<file path="src/rtl/regfile_wb_arbiter_pkg.sv">
// Shared constants and types for the register-file writeback arbiter.
//   REG_ADDR_W / DATA_W / NUM_REGS / WRCNT_W : datapath dimensions
//   REQ_ALU / REQ_MEM                        : requester indices (grant bit positions)
//   addr_decode()                            : valid-gated one-hot of a register address
package regfile_wb_arbiter_pkg;

  localparam int unsigned REG_ADDR_W = 5;
  localparam int unsigned DATA_W     = 32;
  localparam int unsigned NUM_REGS   = 32;
  localparam int unsigned WRCNT_W    = 16;

  localparam int unsigned REQ_ALU = 0;
  localparam int unsigned REQ_MEM = 1;

  typedef logic [REG_ADDR_W-1:0] reg_addr_t;
  typedef logic [DATA_W-1:0]     data_t;
  typedef logic [NUM_REGS-1:0]   reg_mask_t;

  // r0 is hardwired to zero, so it never shows up as pending.
  function automatic reg_mask_t addr_decode(input logic valid, input reg_addr_t addr);
    reg_mask_t m;
    m = '0;
    if (valid && addr != '0) m[addr] = 1'b1;
    return m;
  endfunction

endpackage

</file>
<file path="src/rtl/regfile_wb_arbiter_if.sv">
// Writeback bus between the two requesters (ALU, load unit) and the arbiter.
//   stall              : freeze, no grants while high
//   reqN_valid/addr/data/ready : per-requester valid/ready handshake
//   rf_we/waddr/wdata  : registered regfile write port
//   pend               : registers with a write requested but not yet on rf_*
//   wr_count           : number of regfile writes issued
// Modports: slave = arbiter side, master = requester/regfile side.
interface regfile_wb_arbiter_if;
  import regfile_wb_arbiter_pkg::*;

  logic                 stall;
  logic                 req0_valid;
  reg_addr_t            req0_addr;
  data_t                req0_data;
  logic                 req0_ready;
  logic                 req1_valid;
  reg_addr_t            req1_addr;
  data_t                req1_data;
  logic                 req1_ready;
  logic                 rf_we;
  reg_addr_t            rf_waddr;
  data_t                rf_wdata;
  reg_mask_t            pend;
  logic [WRCNT_W-1:0]   wr_count;

  modport slave (
    input  stall,
    input  req0_valid, req0_addr, req0_data,
    output req0_ready,
    input  req1_valid, req1_addr, req1_data,
    output req1_ready,
    output rf_we, rf_waddr, rf_wdata, pend, wr_count
  );

  modport master (
    output stall,
    output req0_valid, req0_addr, req0_data,
    input  req0_ready,
    output req1_valid, req1_addr, req1_data,
    input  req1_ready,
    input  rf_we, rf_waddr, rf_wdata, pend, wr_count
  );

endinterface

</file>
<file path="src/rtl/regfile_wb_arbiter_rr_arb2.sv">
// Two-way round-robin grant logic (purely combinational).
//   req        : request bits, index = requester
//   last_grant : index of the requester granted most recently
//   grant      : one-hot grant (all zero when nothing requests)
module rr_arb2 (
  input  logic [1:0] req,
  input  logic       last_grant,
  output logic [1:0] grant
);

  // On contention the requester that did not win last time goes next.
  always_comb begin
    grant    = 2'b00;
    grant[0] = req[0] & (~req[1] | last_grant);
    grant[1] = req[1] & (~req[0] | ~last_grant);
  end

endmodule

</file>
<file path="src/rtl/regfile_wb_arbiter.sv">
// Register-file writeback arbiter: merges ALU and load writebacks onto a
// single regfile write port with round-robin arbitration.
//   clk  : clock, all state updates on posedge
//   rst  : synchronous active-high reset
//   bus  : writeback interface (slave side), see regfile_wb_arbiter_if
module regfile_wb_arbiter
  import regfile_wb_arbiter_pkg::*;
(
  input  logic                 clk,
  input  logic                 rst,
  regfile_wb_arbiter_if.slave  bus
);

  logic               last_grant_q, last_grant_d;
  logic [1:0]         req, grant, xfer;
  reg_addr_t          sel_addr;
  data_t              sel_data;
  logic               we_d;
  logic               rf_we_q;
  reg_addr_t          rf_waddr_q;
  data_t              rf_wdata_q;
  logic [WRCNT_W-1:0] wr_count_q;

  assign req = {bus.req1_valid, bus.req0_valid};

  rr_arb2 u_rr_arb2 (
    .req        (req),
    .last_grant (last_grant_q),
    .grant      (grant)
  );

  always_comb begin
    xfer         = 2'b00;
    sel_addr     = bus.req0_addr;
    sel_data     = bus.req0_data;
    we_d         = 1'b0;
    last_grant_d = last_grant_q;
    if (!stall_or_rst()) xfer = grant;
    if (xfer[REQ_MEM]) begin
      sel_addr = bus.req1_addr;
      sel_data = bus.req1_data;
    end
    if (xfer[REQ_ALU]) last_grant_d = 1'b0;
    if (xfer[REQ_MEM]) last_grant_d = 1'b1;
    // Writes to r0 complete the handshake but never reach the regfile.
    we_d = (|xfer) && (sel_addr != '0);
  end

  function automatic logic stall_or_rst();
    return bus.stall | rst;
  endfunction

  always_ff @(posedge clk) begin
    if (rst) begin
      last_grant_q <= 1'b1;
      rf_we_q      <= 1'b0;
      rf_waddr_q   <= '0;
      rf_wdata_q   <= '0;
      wr_count_q   <= '0;
    end else begin
      last_grant_q <= last_grant_d;
      rf_we_q      <= we_d;
      if (we_d) begin
        rf_waddr_q <= sel_addr;
        rf_wdata_q <= sel_data;
        wr_count_q <= wr_count_q + 1'b1;
      end
    end
  end

  assign bus.req0_ready = xfer[REQ_ALU];
  assign bus.req1_ready = xfer[REQ_MEM];
  // A write registered just before reset is suppressed in the reset cycle.
  assign bus.rf_we      = rf_we_q & ~rst;
  assign bus.rf_waddr   = rf_waddr_q;
  assign bus.rf_wdata   = rf_wdata_q;
  assign bus.wr_count   = wr_count_q;
  assign bus.pend       = addr_decode(bus.req0_valid, bus.req0_addr)
                        | addr_decode(bus.req1_valid, bus.req1_addr);

endmodule

</file>
<file path="src/flat_wrapper.sv">
// flat-port wrapper written by rule: the top's interface ports become plain ports
module regfile_wb_arbiter_flat import regfile_wb_arbiter_pkg::*;
  (clk, rst, bus_stall, bus_req0_valid, bus_req0_addr, bus_req0_data, bus_req0_ready, bus_req1_valid, bus_req1_addr, bus_req1_data, bus_req1_ready, bus_rf_we, bus_rf_waddr, bus_rf_wdata, bus_pend, bus_wr_count);
  regfile_wb_arbiter_if bus_i ();
  input  logic clk;
  input  logic rst;
  input wire logic [$bits(bus_i.stall)-1:0] bus_stall;
  input wire logic [$bits(bus_i.req0_valid)-1:0] bus_req0_valid;
  input wire logic [$bits(bus_i.req0_addr)-1:0] bus_req0_addr;
  input wire logic [$bits(bus_i.req0_data)-1:0] bus_req0_data;
  output wire logic [$bits(bus_i.req0_ready)-1:0] bus_req0_ready;
  input wire logic [$bits(bus_i.req1_valid)-1:0] bus_req1_valid;
  input wire logic [$bits(bus_i.req1_addr)-1:0] bus_req1_addr;
  input wire logic [$bits(bus_i.req1_data)-1:0] bus_req1_data;
  output wire logic [$bits(bus_i.req1_ready)-1:0] bus_req1_ready;
  output wire logic [$bits(bus_i.rf_we)-1:0] bus_rf_we;
  output wire logic [$bits(bus_i.rf_waddr)-1:0] bus_rf_waddr;
  output wire logic [$bits(bus_i.rf_wdata)-1:0] bus_rf_wdata;
  output wire logic [$bits(bus_i.pend)-1:0] bus_pend;
  output wire logic [$bits(bus_i.wr_count)-1:0] bus_wr_count;
  assign bus_i.stall = bus_stall;
  assign bus_i.req0_valid = bus_req0_valid;
  assign bus_i.req0_addr = bus_req0_addr;
  assign bus_i.req0_data = bus_req0_data;
  assign bus_req0_ready = bus_i.req0_ready;
  assign bus_i.req1_valid = bus_req1_valid;
  assign bus_i.req1_addr = bus_req1_addr;
  assign bus_i.req1_data = bus_req1_data;
  assign bus_req1_ready = bus_i.req1_ready;
  assign bus_rf_we = bus_i.rf_we;
  assign bus_rf_waddr = bus_i.rf_waddr;
  assign bus_rf_wdata = bus_i.rf_wdata;
  assign bus_pend = bus_i.pend;
  assign bus_wr_count = bus_i.wr_count;
  regfile_wb_arbiter u_core (.clk(clk), .rst(rst), .bus(bus_i));
endmodule
</file>
<file path="config.mk">
export PLATFORM = sky130hd
export DESIGN_NAME = regfile_wb_arbiter_flat
export DESIGN_NICKNAME = d
export VERILOG_FILES = /design/src/rtl/regfile_wb_arbiter_pkg.sv /design/src/rtl/regfile_wb_arbiter_if.sv /design/src/rtl/regfile_wb_arbiter_rr_arb2.sv /design/src/rtl/regfile_wb_arbiter.sv /design/src/flat_wrapper.sv
export SDC_FILE = /design/constraint.sdc
export NUM_CORES = 1
export LEC_CHECK = 0
export CAP_MARGIN = 15
export CORE_ASPECT_RATIO = 1.1
export CORE_MARGIN = 2
export CORE_UTILIZATION = 42
export CTS_BUF_LIST = sky130_fd_sc_hd__clkbuf_4 sky130_fd_sc_hd__clkbuf_8
export CTS_CLUSTER_DIAMETER = 40
export DETAILED_ROUTE_END_ITERATION = 8
export PLACE_DENSITY = 0.85
export SLEW_MARGIN = 25
export SYNTH_ARGS = -nofsm -noshare
export SYNTH_HDL_FRONTEND = slang
export SYNTH_SLANG_ARGS = --single-unit
</file>
<file path="constraint.sdc">
create_clock -name clk -period 5.7 [get_ports clk]
set_clock_uncertainty 0.1 [all_clocks]
set_input_delay 0.57 -clock clk [delete_from_list [all_inputs] [get_ports clk]]
set_output_delay 0.57 -clock clk [all_outputs]
set_load 0.01 [all_outputs]
</file>
* Word level (Yosys, flattened, before mapping)
Cells that the tools add are included.
** Word-level totals
- RAM bits :: 0
- Bits in latches :: 0
- Memory bits (read-only) :: 0
- Output and inout bits :: 88
- Register bits :: 55
- Memories :: 0
** Cells by class
- Add/subtract/negate cells :: 1
- Order comparisons :: 4
- Mux-type cells :: 9
- Reductions and logical operators :: 10
- Div/mod/pow operators :: 0
- Shifts and indexed selects :: 0
- Bitwise logic cells :: 11
- Eq/ne operators :: 0
- $mul :: 0
** Operator list (count)
- $mux W32 :: 3
- $or A32 B32 Y32 :: 1
- $add A16 B1 Y16 const B :: 1
- $reduce_bool A5 Y1 :: 3
- $lt A5 B6 Y1 const B :: 2
- $demux W1 S5 :: 2
- $ge A5 B1 Y1 const B :: 2
- $logic_and A1 B1 Y1 :: 5
- $mux W5 :: 1
- $not A1 Y1 :: 4
- $reduce_or A2 Y1 :: 2
- $and A1 B1 Y1 :: 3
- $or A1 B1 Y1 :: 3
- $mux W1 :: 2
- $mux W2 :: 1

* Depth between registers and ports, before layout
- Word-level depth :: 7
- Gate-level depth with buffers :: 8
- Mapped depth without buffers :: 6

* Modules after synthesis
Synthesis repeated with hierarchy kept, for this count alone.
** Second synthesis, totals
- Cell total of the unflattened synthesis :: 362
- Area, all modules :: 3250.6 um^2
** Modules (own cells, without submodules)
- regfile_wb_arbiter :: area an instance 3231.8 um^2, instances 1, cells each 359
- rr_arb2 :: area an instance 18.8 um^2, instances 1, cells each 3

* Worst setup path after synthesis
No wires, ideal clock.
- Path kind :: input-to-output
- From :: in bus_req1_addr[2]
- To :: out bus_pend[4]
- Cell stages on the path :: 4
- Setup slack :: 3.235 ns
- Arrival :: 1.795 ns
- Buffers on the path :: 1
- Cell sequence :: clkbuf_1 or3b_2 or2_2 o22ai_1
** Between the ends
- Word-level cells in the longest chain between the ends :: 6
- Elaborated cells between the ends (all ways) :: 9
- Classes of those cells :: order compare (2); mux (3); bitwise (1); reduce/logical (3)
** RTL lines
- start: declaration :: line flat_wrapper.sv:13 : input wire logic [$bits(bus_i.req1_addr)-1:0] bus_req1_addr;
- $lt A5 B6 Y1 (not written as such) / $ge A5 B1 Y1 (equally long branches) :: line regfile_wb_arbiter_pkg.sv:23 : if (valid && addr != '0) m[addr] = 1'b1;
- $logic_and A1 B1 Y1 (not written as such) :: line regfile_wb_arbiter_pkg.sv:23
- $mux W1 (not written as such) :: line regfile_wb_arbiter_pkg.sv:23
- $demux W1 S5
- $mux W32 * :: line regfile_wb_arbiter_pkg.sv:23
- $or A32 B32 Y32 * :: line regfile_wb_arbiter.sv:79 : | addr_decode(bus.req1_valid, bus.req1_addr);
- end: declaration :: line flat_wrapper.sv:19 : output wire logic [$bits(bus_i.pend)-1:0] bus_pend;
Mark *: on every way between the ends. The rest lies on a longest branch, timed or not.

* Worst setup path after layout
- From :: in bus_req0_valid
- To :: reg u_core.rf_waddr_q[3] (netlist: u_core.bus.rf_waddr[3])
** Between the ends
- Word-level cells in the longest chain between the ends :: 7
- Elaborated cells between the ends (all ways) :: 9
- Classes of those cells :: mux (2); bitwise (4); reduce/logical (3)
** RTL lines
- start: declaration :: line flat_wrapper.sv:8 : input wire logic [$bits(bus_i.req0_valid)-1:0] bus_req0_valid;
- $not A1 Y1 :: line regfile_wb_arbiter_rr_arb2.sv:15 : grant[1] = req[1] & (~req[0] | ~last_grant);
- $or A1 B1 Y1 :: line regfile_wb_arbiter_rr_arb2.sv:15
- $and A1 B1 Y1 :: line regfile_wb_arbiter_rr_arb2.sv:15
- $mux W2 * :: line regfile_wb_arbiter.sv:38 : if (!stall_or_rst()) xfer = grant;
- $mux W5 :: line regfile_wb_arbiter.sv:39 : if (xfer[REQ_MEM]) begin
- $reduce_bool A5 Y1 :: line regfile_wb_arbiter.sv:46 : we_d = (|xfer) && (sel_addr != '0);
- $logic_and A1 B1 Y1 :: line regfile_wb_arbiter.sv:46
- end signal: assignment :: line regfile_wb_arbiter.sv:64 : rf_waddr_q <= sel_addr;
- end: declaration :: line regfile_wb_arbiter.sv:20 : reg_addr_t rf_waddr_q;
Marks and branches as above.
A chain may end at the register's enable or synchronous reset.

==> impl_metrics.json <==
{
  "power.internal_uw": 603,
  "yosysTopAreaCell": "dfxtp_1",
  "synthesis.nets": 421,
  "slowest_stage": "clkinv_2",
  "yosysTopAreaCellShare_pct": 38.1,
  "holdBufCountCts": 0,
  "crit_chain": "clkdlybuf4s50_1 -> a211oi_1 -> and4_1 -> a211o_1 -> clkinv_2 -> nor2_1 -> o2bb2ai_1",
  "routedWlPerCell_um": 15.1,
  "p_per_area_nw_per_um2": 178,
  "p_clk_share_pct": 24.9,
  "htreeDepth": 2,
  "p_sw_uw": 218,
  "fin_cells": 567,
  "finalSetupTns_ns": 0,
  "period_needed_ns": 3.64,
  "portBuffers": 165,
  "clk_pin_slew_ns": 0.09,
  "finalCritPeriodShare_pct": 63.8,
  "comb_power_share_pct": 24.7,
  "fp-row-count": 31,
  "ios": 167,
  "place_ws_ns": 1.94,
  "clock.fmax_mhz": 275,
  "end_kind": "flip-flop",
  "ys_seq_area_share_pct": 38.1,
  "grtUsageTotal_pct": 21.9,
  "yosys-top-cells-area": "dfxtp_1 38%, mux2i_1 14%, a211oi_1 9.1%",
  "setup_slack_ns": 2.06,
  "seqPwrFrac_pct": 50.4,
  "arrival_ns": 3.76,
  "dr.pass1.iters": 4,
  "yosysWarnings": 0,
  "drtIter0Drc": 93,
  "hp-class": "flip-flop to flip-flop",
  "layout-drive-gt1-share_pct": 3.51,
  "clock-root-buffer": "clkbuf_8",
  "slew_headroom_pct": 39.5,
  "setup_viol": 0,
  "drc": 0,
  "synth_edf_count": 0,
  "required_ns": 5.83,
  "finalHoldViolCount": 0,
  "grt.met1_usage_pct": 26.7,
  "ys.flop_type": "dfxtp_1",
  "cts_tree": "done",
  "initial_utilization_pct": 43.6,
  "path_class": "input pin to flip-flop",
  "diodes": 0,
  "clk_latency_ns": 0.30,
  "cts_buffers": 5,
  "rsz0062_at_grt": "false",
  "synth.avg_cell_area_um2": 8.47,
  "grt_pass1_wl_um": 13900,
  "p_sw_share_pct": 26.6,
  "synth_area_um2": 2890,
  "synth-seq-cells": 55,
  "clock-sinks": 55,
  "routed-via-count": 3131,
  "globalRouteMet3Util_pct": 6.00,
  "antenna_left": 0,
  "post_cts_resized": 0,
  "fin_nets": 565,
  "area_growth_pct": 59.5,
  "syn_inst": 341,
  "gp_congestion": 0.880,
  "worstPathMaxFanout": 77,
  "drv_cap": 0,
  "slew_viol_final": 0,
  "viasPerCell": 5.52,
  "grt_pass1_vias": 2930,
  "leakagePower_uw": 0.00177,
  "start_kind": "input pin",
  "post_cts_buffers": 0,
  "ir_drop_mv": 0.0985,
  "grt_max_degree": 78,
  "antenna_found_initial": 0,
  "top_usage_layer": "met2",
  "synth.distinct_cells": 38,
  "routed_wirelength_um": 8570,
  "clock_path_buffers": 2,
  "multi_input_area_um2": 1640,
  "hpwl_um": 6470,
  "outcome": "completed",
  "tightest_slew_ns": 0.906,
  "dp_cells": 560,
  "dieWidth_um": 83.1,
  "async_flop_share_pct": 0,
  "grtUsageMet2_pct": 38.4,
  "max_stage_delay_ns": 0.89,
  "fillCellCount": 538,
  "register_area_um2": 1100,
  "core-area_um2": 6630,
  "overflow": 0,
  "layout_commonest_cell": "clkdlybuf4s50_1",
  "final_cell_mix": "164 x clkdlybuf4s50_1, 55 x dfxtp_1, 41 x nor2_1, 40 x mux2i_1, 35 x a211oi_1",
  "die_area_um2": 7560,
  "die_h_um": 91.0
}
synth_stat cells (all sizes together) (2+ instances only):
master    n
or3       3
nor2b     3
and4      2
nand2    16
a21oi    10
o31ai     7
or2       4
nand3    12
nand3b    4
o2bb2ai   3
and3      3
nand2b    4
o211ai    2
o22ai    31
nor2     41
inv       7
nor3      2
mux2i    40
a211oi   35
buf      12
clkbuf   17
nand4     6
or3b      2
dfxtp    55
o21ai     4
or4       7
stage by stage:
step	hold WS, ns	total power, uW	util, %	instance area [um^2]
detailed placement	0.357	626	68.2	4520
global route	0.388	867	69.5	4610
finish	0.380	821	69.5	4610
floorplan	0.388	509	-	2890
global placement	0.355	621	68.2	4520
CTS	0.382	829	69.5	4610
sequential cells by signal, summed over array words and instances, names as in the netlist:
| register | count |
|---|---|
| u_core.bus.rf_waddr | 5 |
| u_core.bus.rf_wdata | 32 |
| u_core.bus.wr_count | 16 |
| u_core.last_grant_q | 1 |
| u_core.rf_we_q | 1 |
path summary, 6_finish.rpt:
kind,start,to,slack (ns),cells after the start
max reg2reg,u_core.last_grant_q$_SDFFE_PP1P_,u_core.bus.rf_waddr[3]$_SDFFE_PP0P_,2.62,6
min,u_core.bus.rf_waddr[2]$_SDFFE_PP0P_,u_core.bus.rf_waddr[2]$_SDFFE_PP0P_,0.38,1
min reg2reg,u_core.bus.rf_waddr[2]$_SDFFE_PP0P_,u_core.bus.rf_waddr[2]$_SDFFE_PP0P_,0.38,1
max,bus_req0_valid,u_core.bus.rf_waddr[3]$_SDFFE_PP0P_,2.06,7
routing by layer:
layer	vias to the layer above	wire (um)
met5	-	0
met2	147	4250
li1	1566	-
met4	0	118
met1	1407	3580
met3	11	612
power by group through the flow:
stage / clock network [uW] / registers (uW) / logic [uW]
after global routing: 230 / 416 / 220
final: 205 / 414 / 203
after CTS: 211 / 414 / 204
after global placement: 0 / 422 / 199
after detailed placement: 0 / 422 / 203
after floorplan: 0 / 430 / 79.2
final cells by class:
class	count	share of cell area (%)
multi-input cells	250	35.6
flip-flops and latches	55	23.9
well taps	82	2.23
clock buffers	5	1.49
inverters	7	0.597
clock inverters	2	0.299
repair buffers	166	35.9
worst max-delay path, delay by kind of cell:
family / cells / cell delay [ns]
AND/OR/NAND/NOR: 2 / 0.72
buffers and inverters: 2 / 1.43
AO/OA/AOI/OAI: 3 / 1.04
kinds of logic after synthesis:
group / count (synthesis) / synth area share [%]
flops: 55 / 38.1
other cells: 1 / 0.130
xor+xnor: 1 / 0.303
mux: 40 / 13.9
compound gates: 96 / 22.7
simple gates: 111 / 19.3
buf+inv: 36 / 5.20
fa+ha+maj: 1 / 0.433
(Power assumes the default switching activity.)
